[src/rtl/frame_buffer_arbiter_if.sv]
// Signal bundle between the frame_buffer_arbiter and its scan path, host port and frame-buffer RAM.
// The slave modport is the arbiter; the master modport is whatever surrounds it.
interface frame_buffer_arbiter_if #(
  parameter int ADDR_W = 10,
  parameter int DATA_W = 24
);
  logic              frame_start;
  logic              scan_rd_req;
  logic [ADDR_W-1:0] scan_rd_addr;
  logic              scan_rd_valid;
  logic [DATA_W-1:0] scan_rd_data;
  logic              host_wr_valid;
  logic              host_wr_ready;
  logic [ADDR_W-1:0] host_wr_addr;
  logic [DATA_W-1:0] host_wr_data;
  logic              host_swap_req;
  logic              host_swap_ack;
  logic              front_bank;
  logic [15:0]       frame_count;
  logic              ram_en;
  logic              ram_we;
  logic [ADDR_W:0]   ram_addr;
  logic [DATA_W-1:0] ram_wdata;
  logic [DATA_W-1:0] ram_rdata;

  modport master (
    output frame_start, scan_rd_req, scan_rd_addr,
    output host_wr_valid, host_wr_addr, host_wr_data, host_swap_req,
    output ram_rdata,
    input  scan_rd_valid, scan_rd_data, host_wr_ready, host_swap_ack,
    input  front_bank, frame_count, ram_en, ram_we, ram_addr, ram_wdata
  );

  modport slave (
    input  frame_start, scan_rd_req, scan_rd_addr,
    input  host_wr_valid, host_wr_addr, host_wr_data, host_swap_req,
    input  ram_rdata,
    output scan_rd_valid, scan_rd_data, host_wr_ready, host_swap_ack,
    output front_bank, frame_count, ram_en, ram_we, ram_addr, ram_wdata
  );
endinterface

[src/rtl/frame_buffer_arbiter.sv]
// Double-buffered frame-buffer arbiter: scan reads always win, host writes drain from a FIFO into the
// back bank, and bank swaps land only on a frame boundary. FB_FRAME_COUNT_EN builds the swap counter.
module frame_buffer_arbiter #(
  parameter int ADDR_W     = 10,
  parameter int DATA_W     = 24,
  parameter int FIFO_DEPTH = 4
) (
  input  logic                 clk,
  input  logic                 reset,
  frame_buffer_arbiter_if.slave bus
);
  localparam int PTR_W = $clog2(FIFO_DEPTH);
  localparam int CNT_W = PTR_W + 1;

  logic [ADDR_W-1:0] fifo_addr [FIFO_DEPTH];
  logic [DATA_W-1:0] fifo_data [FIFO_DEPTH];
  logic [PTR_W-1:0]  wr_ptr;
  logic [PTR_W-1:0]  rd_ptr;
  logic [CNT_W-1:0]  fifo_count;

  logic              out_of_reset;
  logic              swap_pending;
  logic              front_bank;
  logic              swap_ack;
  logic              scan_pipe1;
  logic              scan_pipe2;
  logic              ram_en;
  logic              ram_we;
  logic [ADDR_W:0]   ram_addr;
  logic [DATA_W-1:0] ram_wdata;

  logic              fifo_empty;
  logic              fifo_full;
  logic              host_ready;
  logic              push;
  logic              pop;
  logic              write_issuing;
  logic              do_swap;

  // Per-cycle handshake, pop and swap qualification
  always_comb begin
    fifo_empty    = (fifo_count == CNT_W'(0));
    fifo_full     = (fifo_count == CNT_W'(FIFO_DEPTH));
    host_ready    = out_of_reset && !fifo_full && !swap_pending;
    push          = bus.host_wr_valid && host_ready;
    pop           = !bus.scan_rd_req && !fifo_empty;
    write_issuing = ram_en && ram_we;
    // A write still on the RAM bus belongs to the outgoing back bank, so it must land before the swap
    do_swap       = bus.frame_start && swap_pending && fifo_empty && !write_issuing;
  end

  // FIFO storage; occupancy gates every read, so the entries themselves need no reset
  always_ff @(posedge clk) begin
    if (push) begin
      fifo_addr[wr_ptr] <= bus.host_wr_addr;
      fifo_data[wr_ptr] <= bus.host_wr_data;
    end
  end

  // FIFO pointers and occupancy
  always_ff @(posedge clk or posedge reset) begin
    if (reset) begin
      wr_ptr     <= PTR_W'(0);
      rd_ptr     <= PTR_W'(0);
      fifo_count <= CNT_W'(0);
    end else begin
      if (push) begin
        wr_ptr <= wr_ptr + PTR_W'(1);
      end
      if (pop) begin
        rd_ptr <= rd_ptr + PTR_W'(1);
      end
      case ({push, pop})
        2'b10:   fifo_count <= fifo_count + CNT_W'(1);
        2'b01:   fifo_count <= fifo_count - CNT_W'(1);
        default: fifo_count <= fifo_count;
      endcase
    end
  end

  // RAM port: scan read first, else a FIFO pop into the back bank as seen at pop time
  always_ff @(posedge clk or posedge reset) begin
    if (reset) begin
      ram_en    <= 1'b0;
      ram_we    <= 1'b0;
      ram_addr  <= (ADDR_W + 1)'(0);
      ram_wdata <= DATA_W'(0);
    end else if (bus.scan_rd_req) begin
      ram_en   <= 1'b1;
      ram_we   <= 1'b0;
      ram_addr <= {front_bank, bus.scan_rd_addr};
    end else if (pop) begin
      ram_en    <= 1'b1;
      ram_we    <= 1'b1;
      ram_addr  <= {~front_bank, fifo_addr[rd_ptr]};
      ram_wdata <= fifo_data[rd_ptr];
    end else begin
      ram_en <= 1'b0;
      ram_we <= 1'b0;
    end
  end

  // Swap request, bank toggle and acknowledge pulse
  always_ff @(posedge clk or posedge reset) begin
    if (reset) begin
      out_of_reset <= 1'b0;
      swap_pending <= 1'b0;
      front_bank   <= 1'b0;
      swap_ack     <= 1'b0;
    end else begin
      out_of_reset <= 1'b1;
      swap_ack     <= do_swap;
      if (do_swap) begin
        front_bank   <= ~front_bank;
        swap_pending <= 1'b0;
      end else if (bus.host_swap_req) begin
        swap_pending <= 1'b1;
      end
    end
  end

  // Scan valid follows the request through the RAM's one-cycle read latency
  always_ff @(posedge clk or posedge reset) begin
    if (reset) begin
      scan_pipe1 <= 1'b0;
      scan_pipe2 <= 1'b0;
    end else begin
      scan_pipe1 <= bus.scan_rd_req;
      scan_pipe2 <= scan_pipe1;
    end
  end

`ifdef FB_FRAME_COUNT_EN
  logic [15:0] frame_count;

  // Completed-swap counter, wraps naturally at 16 bits
  always_ff @(posedge clk or posedge reset) begin
    if (reset) begin
      frame_count <= 16'd0;
    end else if (do_swap) begin
      frame_count <= frame_count + 16'd1;
    end
  end

  assign bus.frame_count = frame_count;
`else
  assign bus.frame_count = 16'd0;
`endif

  assign bus.host_wr_ready = host_ready;
  assign bus.host_swap_ack = swap_ack;
  assign bus.front_bank    = front_bank;
  assign bus.scan_rd_valid = scan_pipe2;
  assign bus.scan_rd_data  = bus.ram_rdata;
  assign bus.ram_en        = ram_en;
  assign bus.ram_we        = ram_we;
  assign bus.ram_addr      = ram_addr;
  assign bus.ram_wdata     = ram_wdata;
endmodule

[src/flat_wrapper.sv]
// flat-port wrapper written by rule: the top's interface ports become plain ports
module frame_buffer_arbiter_flat 
#(
  parameter int ADDR_W     = 10,
  parameter int DATA_W     = 24,
  parameter int FIFO_DEPTH = 4
)
  (clk, reset, bus_frame_start, bus_scan_rd_req, bus_scan_rd_addr, bus_host_wr_valid, bus_host_wr_addr, bus_host_wr_data, bus_host_swap_req, bus_ram_rdata, bus_scan_rd_valid, bus_scan_rd_data, bus_host_wr_ready, bus_host_swap_ack, bus_front_bank, bus_frame_count, bus_ram_en, bus_ram_we, bus_ram_addr, bus_ram_wdata);
  frame_buffer_arbiter_if #(.ADDR_W(ADDR_W), .DATA_W(DATA_W)) bus_i ();
  input  logic clk;
  input  logic reset;
  input wire logic [$bits(bus_i.frame_start)-1:0] bus_frame_start;
  input wire logic [$bits(bus_i.scan_rd_req)-1:0] bus_scan_rd_req;
  input wire logic [$bits(bus_i.scan_rd_addr)-1:0] bus_scan_rd_addr;
  input wire logic [$bits(bus_i.host_wr_valid)-1:0] bus_host_wr_valid;
  input wire logic [$bits(bus_i.host_wr_addr)-1:0] bus_host_wr_addr;
  input wire logic [$bits(bus_i.host_wr_data)-1:0] bus_host_wr_data;
  input wire logic [$bits(bus_i.host_swap_req)-1:0] bus_host_swap_req;
  input wire logic [$bits(bus_i.ram_rdata)-1:0] bus_ram_rdata;
  output wire logic [$bits(bus_i.scan_rd_valid)-1:0] bus_scan_rd_valid;
  output wire logic [$bits(bus_i.scan_rd_data)-1:0] bus_scan_rd_data;
  output wire logic [$bits(bus_i.host_wr_ready)-1:0] bus_host_wr_ready;
  output wire logic [$bits(bus_i.host_swap_ack)-1:0] bus_host_swap_ack;
  output wire logic [$bits(bus_i.front_bank)-1:0] bus_front_bank;
  output wire logic [$bits(bus_i.frame_count)-1:0] bus_frame_count;
  output wire logic [$bits(bus_i.ram_en)-1:0] bus_ram_en;
  output wire logic [$bits(bus_i.ram_we)-1:0] bus_ram_we;
  output wire logic [$bits(bus_i.ram_addr)-1:0] bus_ram_addr;
  output wire logic [$bits(bus_i.ram_wdata)-1:0] bus_ram_wdata;
  assign bus_i.frame_start = bus_frame_start;
  assign bus_i.scan_rd_req = bus_scan_rd_req;
  assign bus_i.scan_rd_addr = bus_scan_rd_addr;
  assign bus_i.host_wr_valid = bus_host_wr_valid;
  assign bus_i.host_wr_addr = bus_host_wr_addr;
  assign bus_i.host_wr_data = bus_host_wr_data;
  assign bus_i.host_swap_req = bus_host_swap_req;
  assign bus_i.ram_rdata = bus_ram_rdata;
  assign bus_scan_rd_valid = bus_i.scan_rd_valid;
  assign bus_scan_rd_data = bus_i.scan_rd_data;
  assign bus_host_wr_ready = bus_i.host_wr_ready;
  assign bus_host_swap_ack = bus_i.host_swap_ack;
  assign bus_front_bank = bus_i.front_bank;
  assign bus_frame_count = bus_i.frame_count;
  assign bus_ram_en = bus_i.ram_en;
  assign bus_ram_we = bus_i.ram_we;
  assign bus_ram_addr = bus_i.ram_addr;
  assign bus_ram_wdata = bus_i.ram_wdata;
  frame_buffer_arbiter #(.ADDR_W(ADDR_W), .DATA_W(DATA_W), .FIFO_DEPTH(FIFO_DEPTH)) u_core (.clk(clk), .reset(reset), .bus(bus_i));
endmodule
[config.mk]
export PLATFORM = sky130hd
export DESIGN_NAME = frame_buffer_arbiter_flat
export DESIGN_NICKNAME = d
export VERILOG_FILES = /design/src/rtl/frame_buffer_arbiter_if.sv /design/src/rtl/frame_buffer_arbiter.sv /design/src/flat_wrapper.sv
export SDC_FILE = /design/constraint.sdc
export NUM_CORES = 1
export LEC_CHECK = 0
export CORE_MARGIN = 10
export CORE_UTILIZATION = 48
export CTS_BUF_LIST = sky130_fd_sc_hd__clkbuf_8
export DETAILED_ROUTE_END_ITERATION = 6
export GPL_ROUTABILITY_DRIVEN = 1
export GPL_TIMING_DRIVEN = 0
export PLACE_DENSITY = 0.79
export SLEW_MARGIN = 20
export SYNTH_ARGS = -nofsm -noshare
export SYNTH_HDL_FRONTEND = slang
export SYNTH_SLANG_ARGS = --single-unit
[constraint.sdc]
create_clock -name clk -period 2.1 [get_ports clk]
set_input_delay 0.42 -clock clk [delete_from_list [all_inputs] [get_ports clk]]
set_output_delay 0.42 -clock clk [all_outputs]
set_load 0.02 [all_outputs]
# == Word-level counts from Yosys, hierarchy flattened ==
# Memories as Yosys holds them, arrays and structs flattened. A register that Yosys moved wholly into a read port is not among the register bits.
# Index checks and enable logic that the tools add are counted.
# Widths: inputs -> output; s select.
# word_totals
out_inout_bits,81
in_bits,74
n_memories,2
wordCells,51
ramBits,136
reg_bits,26
# mem_list
name,words,width,rd,rd_clocked_by_memory_dff,write_ports,line_no,source
u_core.fifo_data,4,24,1,1,1,frame_buffer_arbiter.sv:16,logic [DATA_W-1:0] fifo_data [FIFO_DEPTH];
u_core.fifo_addr,4,10,1,0,1,frame_buffer_arbiter.sv:15,logic [ADDR_W-1:0] fifo_addr [FIFO_DEPTH];
# op_classes
eq_ne,3
add_sub_neg,4
reduce_logical,18
muxes,10
n_bitwise,2
# ops
cell,count
$mux 11,2
$logic_and 1x1->1,8
$mux 1,7
$pmux 3 s2,1
$reduce_bool 2->1,3
$logic_not 1->1,5
$add 2x1->2 const B,2
$add 3x1->3 const B,1
$eq 3x3->1 const B,1
$logic_not 3->1,1
$sub 3x1->3 const B,1
$eq 2x1->1 const B,1
$eq 2x2->1 const B,1
$not 1->1,2
$reduce_and 2->1,1

# == Longest topological paths before layout ==
# Gate-level depths: netlist of run 1.
# logic_depth
depth_word,7
ltp_mapped,9
depth_no_buf,9

# == Worst setup path after synthesis of run 1 ==
# No wires, ideal clock.
# synth_timing
path_type,register -> register
startpoint,register u_core.fifo_count[0]
endpoint,"memory u_core.fifo_addr[2][0], enable pin"
t_arrival_ns,1.784
path_stages_with_launch,4
period_less_slack_ns,2.178
t_required_ns,1.706
n_path_buf,0
setup_time_ns,0.394
slack_ns,-0.078
path_cell_list,dfrtp_1 > nor2_1 > a211oi_4 > and2_1
# synth_between
elab_chain_len,7
# synth_lines
element,line_no,source
start: declaration,frame_buffer_arbiter.sv:19,logic [CNT_W-1:0] fifo_count;
start signal: assignment,frame_buffer_arbiter.sv:74,2'b10: fifo_count <= fifo_count + CNT_W'(1);
start signal: assignment,frame_buffer_arbiter.sv:75,2'b01: fifo_count <= fifo_count - CNT_W'(1);
start signal: assignment,frame_buffer_arbiter.sv:76,default: fifo_count <= fifo_count;
$eq 3x3->1,frame_buffer_arbiter.sv:43,fifo_full = (fifo_count == CNT_W'(FIFO_DEPTH));
$logic_not 1->1,frame_buffer_arbiter.sv:44,host_ready = out_of_reset && !fifo_full && !swap_pending;
$logic_and 1x1->1 (2 in series),frame_buffer_arbiter.sv:44,
$logic_and 1x1->1,frame_buffer_arbiter.sv:45,push = bus.host_wr_valid && host_ready;
$mux 1,frame_buffer_arbiter.sv:54,if (push) begin
$mux 1 (not written as such),frame_buffer_arbiter.sv:55,fifo_addr[wr_ptr] <= bus.host_wr_addr;
end: declaration,frame_buffer_arbiter.sv:15,
# No other way between the ends.

# == Final worst setup path of run 1 ==
# layout_timing
startpoint,register u_core.fifo_count[2]
endpoint,output bus_host_wr_ready
# layout_between
elab_chain_len,4
# layout_lines
element,line_no,source
$eq 3x3->1,frame_buffer_arbiter.sv:43,
$logic_not 1->1,frame_buffer_arbiter.sv:44,
$logic_and 1x1->1 (2 in series),frame_buffer_arbiter.sv:44,
end: declaration,flat_wrapper.sv:22,output wire logic [$bits(bus_i.host_wr_ready)-1:0] bus_host_wr_ready;
# No other way between the ends.

==> results of run 1 <==
[timing repair]
action / in CTS / in global routing
resized for setup: 6 / 9
endpoints found under the setup margin: 139 / 138
buffers inserted: 1 / 8
pin swaps: 1 / 2
[Yosys cell counts (2+ instances only)]
library cell	n
inv_1	9
mux2_4	18
nor2b_1	10
buf_4	43
conb_1	2
mux2_2	7
xor2_1	4
ha_1	5
and2_1	4
xnor2_1	3
mux4_2	29
a21oi_1	21
dfrtp_1	50
nand2_1	12
edfxtp_1	136
nand2b_1	2
nor2_1	2
mux4_1	5
clkbuf_1	4
buf_12	2
o21ai_0	2
buf_2	5
[worst paths after layout]
kind / startpoint / slack [ps] / endpoint
worst max-delay path: u_core.fifo_count[2] / 90 / bus_host_wr_ready
worst min-delay path: u_core.scan_pipe1 / 360 / u_core.bus.scan_rd_valid
worst max register to register: u_core.fifo_count[0] / 170 / u_core.fifo_count[1]
worst min register to register: u_core.scan_pipe1 / 360 / u_core.bus.scan_rd_valid
max in group asynchronous: reset / 1200 / u_core.fifo_count[2]
min in group asynchronous: reset / 420 / u_core.bus.ram_wdata[1]
[power by group through the flow]
stage               clock network (uW)  logic, uW  registers [uW]
floorplan                            0       2020            5160
global placement                     0       3650            4780
detailed placement                   0       3730            4800
CTS                               2470       3760            4750
global route                      2620       4050            4780
finish                            2430       3800            4730
[cell type report]
class | instances | area, sq um | share of cell area
plain buffers | 55 | 427.9 | 0.04569
well taps | 188 | 235.2 | 0.02511
inverters | 9 | 36.28 | 0.003874
multi-input cells | 151 | 1714 | 0.1830
flip-flops and latches | 186 | 5339 | 0.5700
repair buffers | 123 | 1207 | 0.1289
clock inverters | 15 | 172.7 | 0.01843
clock buffers | 17 | 234.0 | 0.02498
[layer usage]
metal	GRT usage	wire, um
met5	0	0
met4	0.05479	271
met3	0.05346	1499
met2	0.2433	7374
met1	0.1619	6036
[through the flow]
stage / setup TNS [ps] / std cells
floorplan: 0 / 401
global placement: -93860 / 703
detailed placement: -64800 / 703
CTS: -18340 / 736
global route: 0 / 744
finish: 0 / 744
[registers in the layout (all words and copies together), names as in the netlist]
signal and flops:
u_core.bus.ram_addr 11, u_core.bus.ram_wdata 24, u_core.scan_pipe1 1, u_core.rd_ptr 2
u_core.bus.scan_rd_valid 1, u_core.fifo_data 96, u_core.fifo_addr 40, u_core.bus.host_swap_ack 1
u_core.bus.ram_en 1, u_core.swap_pending 1, u_core.bus.front_bank 1, u_core.wr_ptr 2
u_core.fifo_count 3, u_core.out_of_reset 1, u_core.bus.ram_we 1
[logic make-up (layout without fill, tap and decap cells)]
kind of cell | count (synthesis) | count (layout) | share of synthesized area
DFF | 186 | 186 | 0.7182
buffers and inverters | 64 | 219 | 0.06030
muxes | 60 | 60 | 0.1540
and+or+nand+nor | 35 | 35 | 0.02695
AOI/OAI and AO/OA | 26 | 26 | 0.02021
xor gates and xnor gates | 7 | 7 | 0.008253
adders and majority gates | 6 | 6 | 0.01112
other | 2 | 17 | 0.001011
==> impl_results.html, run 1 <==
<table>
<tr><th>Metric</th><th>Value</th></tr>
<tr><th colspan="2">Routing</th></tr>
<tr><td>Drt first-iter violations</td><td>167</td></tr>
<tr><td>First drt pass iteration count</td><td>5</td></tr>
<tr><td>Routed vias/inst</td><td>between 5 and 6</td></tr>
<tr><td>Count of unresolved DRC violations after routing</td><td>0</td></tr>
<tr><td>ANT nets after route</td><td>0</td></tr>
<tr><td>WL/cell</td><td>between 20 and 25 um</td></tr>
<tr><td>Final Routed Wirelength</td><td>~15000 um</td></tr>
<tr><td>Vias after detailed routing</td><td>3826</td></tr>
<tr><th colspan="2">Floorplanning</th></tr>
<tr><td>Effective utilization at floorplan</td><td>0.4886</td></tr>
<tr><td>I/O pin cnt</td><td>between 150 and 200</td></tr>
<tr><td>Core outline area</td><td>around 15000 sq um</td></tr>
<tr><td>FP Rows</td><td>45</td></tr>
<tr><td>Die width</td><td>between 100 and 150 um</td></tr>
<tr><td>Height of the die</td><td>~140 um</td></tr>
<tr><td>Die area</td><td>20850 sq um</td></tr>
<tr><th colspan="2">CTS</th></tr>
<tr><td>Htree depth</td><td>4</td></tr>
<tr><td>Clock latency of the later-clocked register in the worst-skew pair</td><td>460 ps</td></tr>
<tr><td>Sinks on Clock Net</td><td>roughly 190</td></tr>
<tr><td>Number of buffers created by CTS</td><td>17</td></tr>
<tr><td>Clock transition at the registers of the reported paths</td><td>90 ps</td></tr>
<tr><td>Cell chosen for the clock root</td><td>clkbuf_8</td></tr>
<tr><td>TritonCTS clock tree</td><td>built</td></tr>
<tr><td>Maximum clock path buffer count</td><td>2</td></tr>
<tr><td>Post-CTS Hold Fix Bufs</td><td>0</td></tr>
<tr><th colspan="2">Logic synthesis</th></tr>
<tr><td>Sequential fraction of the synthesis area</td><td>0.7182</td></tr>
<tr><td>Library cell occupying the most area in the post-synthesis netlist</td><td>edfxtp_1</td></tr>
<tr><td>Synth top area share</td><td>0.5498</td></tr>
<tr><td>Synthesized area per cell</td><td>between 15 and 20 sq um</td></tr>
<tr><td>Synthesized instance count</td><td>approximately 390</td></tr>
<tr><td>Share of async-settable or async-resettable flops after synthesis</td><td>0.2688</td></tr>
<tr><td>Count of warnings emitted by yosys</td><td>0</td></tr>
<tr><td>Flops &amp; latches, synth</td><td>around 190</td></tr>
<tr><td>Cell variety after synth</td><td>33</td></tr>
<tr><td>Leading register cell type out of synthesis</td><td>edfxtp_1</td></tr>
<tr><td>Cell types occupying the most area after synthesis</td><td>edfxtp_1, dfrtp_1, mux4_2, buf_4, mux2_4</td></tr>
<tr><td>Count of flip-flops with a built-in enable after synthesis</td><td>136</td></tr>
<tr><td>Area of the mapped netlist</td><td>7428 sq um</td></tr>
<tr><th colspan="2">Worst setup path</th></tr>
<tr><td>Slowest stage delay, CP</td><td>between 400 and 500 ps</td></tr>
<tr><td>Length in cells of the worst reg-to-reg path</td><td>7</td></tr>
<tr><td>Launching element type of the critical path</td><td>flop</td></tr>
<tr><td>Cell class contributing the biggest share of worst-path delay</td><td>buffers and inverters</td></tr>
<tr><td>Number of logic stages on the critical path including buffering</td><td>3</td></tr>
<tr><td>Arrival time at the worst endpoint</td><td>roughly 1600 ps</td></tr>
<tr><td>Crit. End Element</td><td>primary output</td></tr>
<tr><td>Critical path's slowest cell</td><td>dfrtp_2</td></tr>
<tr><td>Buffer and inverter count on the worst path</td><td>2</td></tr>
<tr><td>Worst EP required</td><td>1680 ps</td></tr>
<tr><td>Critical path class</td><td>flop to primary output</td></tr>
<tr><td>Worst-path cell chain</td><td>buf_4 -&gt; a21oi_1 -&gt; dlygate4sd2_1</td></tr>
<tr><td>Maximum fanout along the worst path</td><td>5</td></tr>
<tr><th colspan="2">Global routing</th></tr>
<tr><td>Residual overflow from global routing</td><td>0</td></tr>
<tr><td>Total routing resource utilization after global routing</td><td>0.1437</td></tr>
<tr><td>Initial antenna violation count</td><td>0</td></tr>
<tr><td>Largest net degree at the start of global routing</td><td>51</td></tr>
<tr><td>Global-route wire length before repair</td><td>approximately 22000 um</td></tr>
<tr><td>Via count of the first global-routing pass</td><td>approximately 4100</td></tr>
<tr><th colspan="2">STA</th></tr>
<tr><td>Max-slew violation count</td><td>0</td></tr>
<tr><td>Max_slew headroom</td><td>0.5492</td></tr>
<tr><td>Highest clock frequency the design can meet</td><td>498.7 MHz</td></tr>
<tr><td>Hold violation total from the final report</td><td>0</td></tr>
<tr><td>Setup repair after global routing missed its margin</td><td>no</td></tr>
<tr><td>Post-Route Skew</td><td>between 10 and 15 ps</td></tr>
<tr><td>Number of setup violations in the final report</td><td>0</td></tr>
<tr><td>Final-layout worst hold slack</td><td>approximately 360 ps</td></tr>
<tr><td>Transition at the pin with the smallest max-transition slack</td><td>676.2 ps</td></tr>
<tr><td>Worst-case setup margin in the final layout</td><td>94.67 ps</td></tr>
<tr><td>Final worst path period need</td><td>between 2000 and 2500 ps</td></tr>
<tr><td>Final worst-path cycle share</td><td>0.9549</td></tr>
<tr><th colspan="2">Place</th></tr>
<tr><td>Cell Area, Placed</td><td>a little under 9000 sq um</td></tr>
<tr><td>Input/output buffers</td><td>roughly 110</td></tr>
<tr><td>Worst setup timing slack at the placement stage</td><td>-839.4 ps</td></tr>
<tr><td>Global placement routability congestion</td><td>0.7283</td></tr>
<tr><td>Total half-perimeter wirelength after legalization and detailed placement</td><td>9899 um</td></tr>
<tr><th colspan="2">Power and ir drop</th></tr>
<tr><td>Sw Share</td><td>0.3006</td></tr>
<tr><td>Power share of the combinational group</td><td>0.347</td></tr>
<tr><td>Worst supply voltage drop on vdd</td><td>around 0.00082 V</td></tr>
<tr><td>Pwr per Cell Area</td><td>1169 nW/um^2</td></tr>
<tr><td>Clock network power share</td><td>0.222</td></tr>
<tr><td>Total power draw</td><td>between 10000 and 15000 uW</td></tr>
<tr><td>Static Leak</td><td>approximately 0.0035 uW</td></tr>
<tr><td>Internal Power</td><td>around 7700 uW</td></tr>
<tr><td>Net load switching power</td><td>~3300 uW</td></tr>
<tr><td>Register share of total power</td><td>0.432</td></tr>
<tr><th colspan="2">Finish</th></tr>
<tr><td>Finished Core Util</td><td>0.6161</td></tr>
<tr><td>Area added between synthesis and finish</td><td>26.09%</td></tr>
<tr><td>Number of fill cells in the layout</td><td>roughly 1100</td></tr>
<tr><td>Highest-count cells in the layout ignoring fill and taps</td><td>edfxtp_1, clkdlybuf4s50_1, buf_4, dfrtp_1, mux4_2</td></tr>
<tr><td>Most common cell after layout, fill and taps aside</td><td>edfxtp_1</td></tr>
<tr><td>Net count reported at finish</td><td>just over 600</td></tr>
<tr><td>Number of antenna diodes</td><td>0</td></tr>
<tr><td>Summed area of non-filler cells in the final layout</td><td>between 9000 and 10000 sq um</td></tr>
<tr><td>Share of post-route cells with drive strength above 1</td><td>0.2806</td></tr>
<tr><th colspan="2">Min path</th></tr>
<tr><td>Hold-critical path depth</td><td>0</td></tr>
<tr><td>Tightest Hold Check Type</td><td>flop to flop</td></tr>
<tr><th colspan="2">Run</th></tr>
<tr><td>Max cap viols</td><td>0</td></tr>
<tr><th colspan="2">Run status</th></tr>
<tr><td>Status</td><td>finished, final reports clean</td></tr>
</table>
No activity file was read; power rests on OpenSTA's default activity.
==> run 2: changes to the inputs <==
SLEW_MARGIN = 40   (was 20)
TNS_END_PERCENT = 50   (was default)
==> impl_results.html, run 2 (synthesis gave the netlist of run 1 again) <==
<table>
<tr><th>Metric</th><th>Value</th></tr>
<tr><th colspan="2">Run status</th></tr>
<tr><td>Status</td><td>finished, final reports clean</td></tr>
<tr><th colspan="2">CTS</th></tr>
<tr><td>TritonCTS clock tree</td><td>built</td></tr>
<tr><td>Cell chosen for the clock root</td><td>clkbuf_8</td></tr>
<tr><td>Clock transition at the registers of the reported paths</td><td>approximately 90 ps</td></tr>
<tr><td>Htree depth</td><td>4</td></tr>
<tr><td>Sinks on Clock Net</td><td>around 190</td></tr>
<tr><td>Maximum clock path buffer count</td><td>2</td></tr>
<tr><td>Post-CTS Hold Fix Bufs</td><td>0</td></tr>
<tr><td>Clock latency of the later-clocked register in the worst-skew pair</td><td>between 400 and 500 ps</td></tr>
<tr><td>Number of buffers created by CTS</td><td>17</td></tr>
<tr><th colspan="2">Finish</th></tr>
<tr><td>Highest-count cells in the layout ignoring fill and taps</td><td>edfxtp_1, clkdlybuf4s50_1, buf_4, dfrtp_1, mux4_2</td></tr>
<tr><td>Largest registers in the final layout</td><td>u_core.fifo_data (96), u_core.fifo_addr (40), u_core.bus.ram_wdata (24)</td></tr>
<tr><td>Most common cell after layout, fill and taps aside</td><td>edfxtp_1</td></tr>
<tr><td>Register with the most flip-flops</td><td>u_core.fifo_data</td></tr>
<tr><td>Non-filler cells, final</td><td>approximately 750</td></tr>
<tr><td>Share of post-route cells with drive strength above 1</td><td>0.2911</td></tr>
<tr><td>Max reg flops</td><td>96</td></tr>
<tr><td>Number of fill cells in the layout</td><td>1087</td></tr>
<tr><td>Summed area of non-filler cells in the final layout</td><td>around 9400 sq um</td></tr>
<tr><td>Net count reported at finish</td><td>627</td></tr>
<tr><td>Area added between synthesis and finish</td><td>26.78%</td></tr>
<tr><th colspan="2">Floorplanning</th></tr>
<tr><td>I/O pin cnt</td><td>roughly 160</td></tr>
<tr><td>Die area</td><td>20850 sq um</td></tr>
<tr><td>Height of the die</td><td>~140 um</td></tr>
<tr><td>FP Rows</td><td>45</td></tr>
<tr><td>Core outline area</td><td>about 15000 sq um</td></tr>
<tr><td>Die width</td><td>144.4 um</td></tr>
<tr><td>Effective utilization at floorplan</td><td>0.4886</td></tr>
<tr><th colspan="2">Place</th></tr>
<tr><td>Worst setup timing slack at the placement stage</td><td>-916.9 ps</td></tr>
<tr><td>Cell total after placement</td><td>~700</td></tr>
<tr><td>Total half-perimeter wirelength after legalization and detailed placement</td><td>9958 um</td></tr>
<tr><td>Input/output buffers</td><td>114</td></tr>
<tr><td>Cell Area, Placed</td><td>8914 sq um</td></tr>
<tr><td>Global placement routability congestion</td><td>between 0.7 and 0.8</td></tr>
<tr><th colspan="2">Routing</th></tr>
<tr><td>Count of unresolved DRC violations after routing</td><td>0</td></tr>
<tr><td>Vias after detailed routing</td><td>3773</td></tr>
<tr><td>Drt first-iter violations</td><td>around 210</td></tr>
<tr><td>ANT nets after route</td><td>0</td></tr>
<tr><td>Final Routed Wirelength</td><td>between 10000 and 15000 um</td></tr>
<tr><td>WL/cell</td><td>~20 um</td></tr>
<tr><td>First drt pass iteration count</td><td>5</td></tr>
<tr><td>Routed vias/inst</td><td>between 5 and 6</td></tr>
<tr><th colspan="2">STA</th></tr>
<tr><td>Hold violation total from the final report</td><td>0</td></tr>
<tr><td>Max_slew headroom</td><td>0.6202</td></tr>
<tr><td>Number of setup violations in the final report</td><td>0</td></tr>
<tr><td>Final-layout worst hold slack</td><td>about 150 ps</td></tr>
<tr><td>Post-Route Skew</td><td>8.717 ps</td></tr>
<tr><td>Worst-case setup margin in the final layout</td><td>95.85 ps</td></tr>
<tr><td>Final worst-path cycle share</td><td>0.9544</td></tr>
<tr><td>Max-slew violation count</td><td>0</td></tr>
<tr><td>Setup repair after global routing missed its margin</td><td>no</td></tr>
<tr><td>Highest clock frequency the design can meet</td><td>around 500 MHz</td></tr>
<tr><td>Final worst path period need</td><td>around 2000 ps</td></tr>
<tr><td>Setup TNS after final layout</td><td>0 ps</td></tr>
<tr><td>Transition at the pin with the smallest max-transition slack</td><td>569.7 ps</td></tr>
<tr><th colspan="2">Global routing</th></tr>
<tr><td>Initial antenna violation count</td><td>1</td></tr>
<tr><td>Via count of the first global-routing pass</td><td>4041</td></tr>
<tr><td>Residual overflow from global routing</td><td>0</td></tr>
<tr><td>Largest net degree at the start of global routing</td><td>35</td></tr>
<tr><td>Total routing resource utilization after global routing</td><td>0.1447</td></tr>
<tr><td>Global-route wire length before repair</td><td>between 20000 and 25000 um</td></tr>
<tr><th colspan="2">Worst setup path</th></tr>
<tr><td>Launching element type of the critical path</td><td>flop</td></tr>
<tr><td>Worst EP required</td><td>about 2400 ps</td></tr>
<tr><td>Destination of the worst register-to-register timing path</td><td>u_core.fifo_count[2]</td></tr>
<tr><td>Crit. End Element</td><td>flop</td></tr>
<tr><td>Register-to-register setup slack</td><td>about 96 ps</td></tr>
<tr><td>R2r startpoint</td><td>u_core.fifo_count[2]</td></tr>
<tr><td>Length in cells of the worst reg-to-reg path</td><td>9</td></tr>
<tr><td>Maximum fanout along the worst path</td><td>6</td></tr>
<tr><td>Arrival time at the worst endpoint</td><td>between 2000 and 2500 ps</td></tr>
<tr><td>Critical path class</td><td>flop to flop</td></tr>
<tr><th colspan="2">Min path</th></tr>
<tr><td>Hold-critical path depth</td><td>1</td></tr>
<tr><td>Min-delay src</td><td>bus_scan_rd_req</td></tr>
<tr><td>Tightest Hold Check Type</td><td>input port to flop</td></tr>
<tr><td>Hold Crit Endpoint</td><td>u_core.scan_pipe1</td></tr>
<tr><th colspan="2">Power and ir drop</th></tr>
<tr><td>Static Leak</td><td>0.003536 uW</td></tr>
<tr><td>Pwr per Cell Area</td><td>about 1200 nW/um^2</td></tr>
<tr><td>Worst supply voltage drop on vdd</td><td>just under 0.0008 V</td></tr>
<tr><th colspan="2">Run</th></tr>
<tr><td>Max cap viols</td><td>0</td></tr>
</table>
run 2: cell count changes in the layout (fill, tap and decap cells not counted), moves of 2 or more:
| cell | before | now |
|---|---|---|
| buf_12 | 3 | 5 |
| buf_4 | 51 | 53 |
| clkinv_1 | 2 | 0 |
| clkinv_2 | 1 | 4 |
| clkinv_4 | 2 | 0 |
| clkinvlp_4 | 3 | 1 |
| inv_6 | 3 | 6 |
run 2: area by class of cell:
| class | instances | area (sq um) | share of cell area |
|---|---|---|---|
| sequential | 186 | 5339 | 0.5669 |
| clock buffer | 17 | 234.0 | 0.02484 |
| timing repair buffer | 127 | 1265 | 0.1343 |
| antenna | 1 | 2.502 | 0.0002657 |
| multi-input combinational | 151 | 1724 | 0.1831 |
| tap | 188 | 235.2 | 0.02498 |
| buffer | 55 | 434.2 | 0.04610 |
| clock inverter | 15 | 147.6 | 0.01568 |
| inverter | 9 | 36.28 | 0.003853 |
run 2: per-layer routing:
metal	vias up	wire length (um)	part of all wire	track usage
li1	1726	-	-	-
met1	1876	6046	0.40	0.1723
met2	157	7168	0.48	0.2365
met3	14	1596	0.11	0.05576
met4	0	148	0.0099	0.04787
met5	-	0	0	0
run 2: metrics by stage:
stage	utilization	power, uW
final	0.6195	10850
after global routing	0.6193	11430
after CTS	0.6132	10890
after detailed placement	0.5863	8554
after global placement	0.5830	8432
after floorplan	-	7172
run 2: how the worst max path moves through the flow:
stage	startpoint	endpoint	cells after the start	slack, ps
2_1_floorplan	u_core.fifo_count[0]	u_core.fifo_addr[0][0]	3	-80
3_3_place_gp	bus_host_wr_valid	u_core.fifo_data[0][8]	4	-1090
3_5_place_dp	bus_scan_rd_req	u_core.fifo_count[2]	10	-920
4_1_cts	bus_scan_rd_req	u_core.fifo_count[2]	10	20
5_1_grt	u_core.fifo_count[2]	u_core.fifo_count[2]	9	0.07
6_report	u_core.fifo_count[2]	u_core.fifo_count[2]	9	100
run 2: report_power, final:
group	switching (uW)	leakage, uW	internal (uW)
Sequential	331	0.00180	4410
Clock	1250	0.000204	1060
Combinational	1700	0.00153	2090
Total	3280	0.00354	7570
run 2: critical path, cell delays in order (launching register included):
cell     delay, ps
dfrtp_2        480
nor3_4         350
nor2_4          80
buf_12         140
ha_2           180
inv_1           70
fa_2           190
xor2_1         160
nor2_1          80
xor2_1         170
run 2: timing repair:
| item | CTS | global route |
|---|---|---|
| gates resized for setup | 9 | 8 |
| pin swaps | 1 | 6 |
| buffers inserted | 1 | 10 |
| setup endpoints to repair | 3 | 2 |
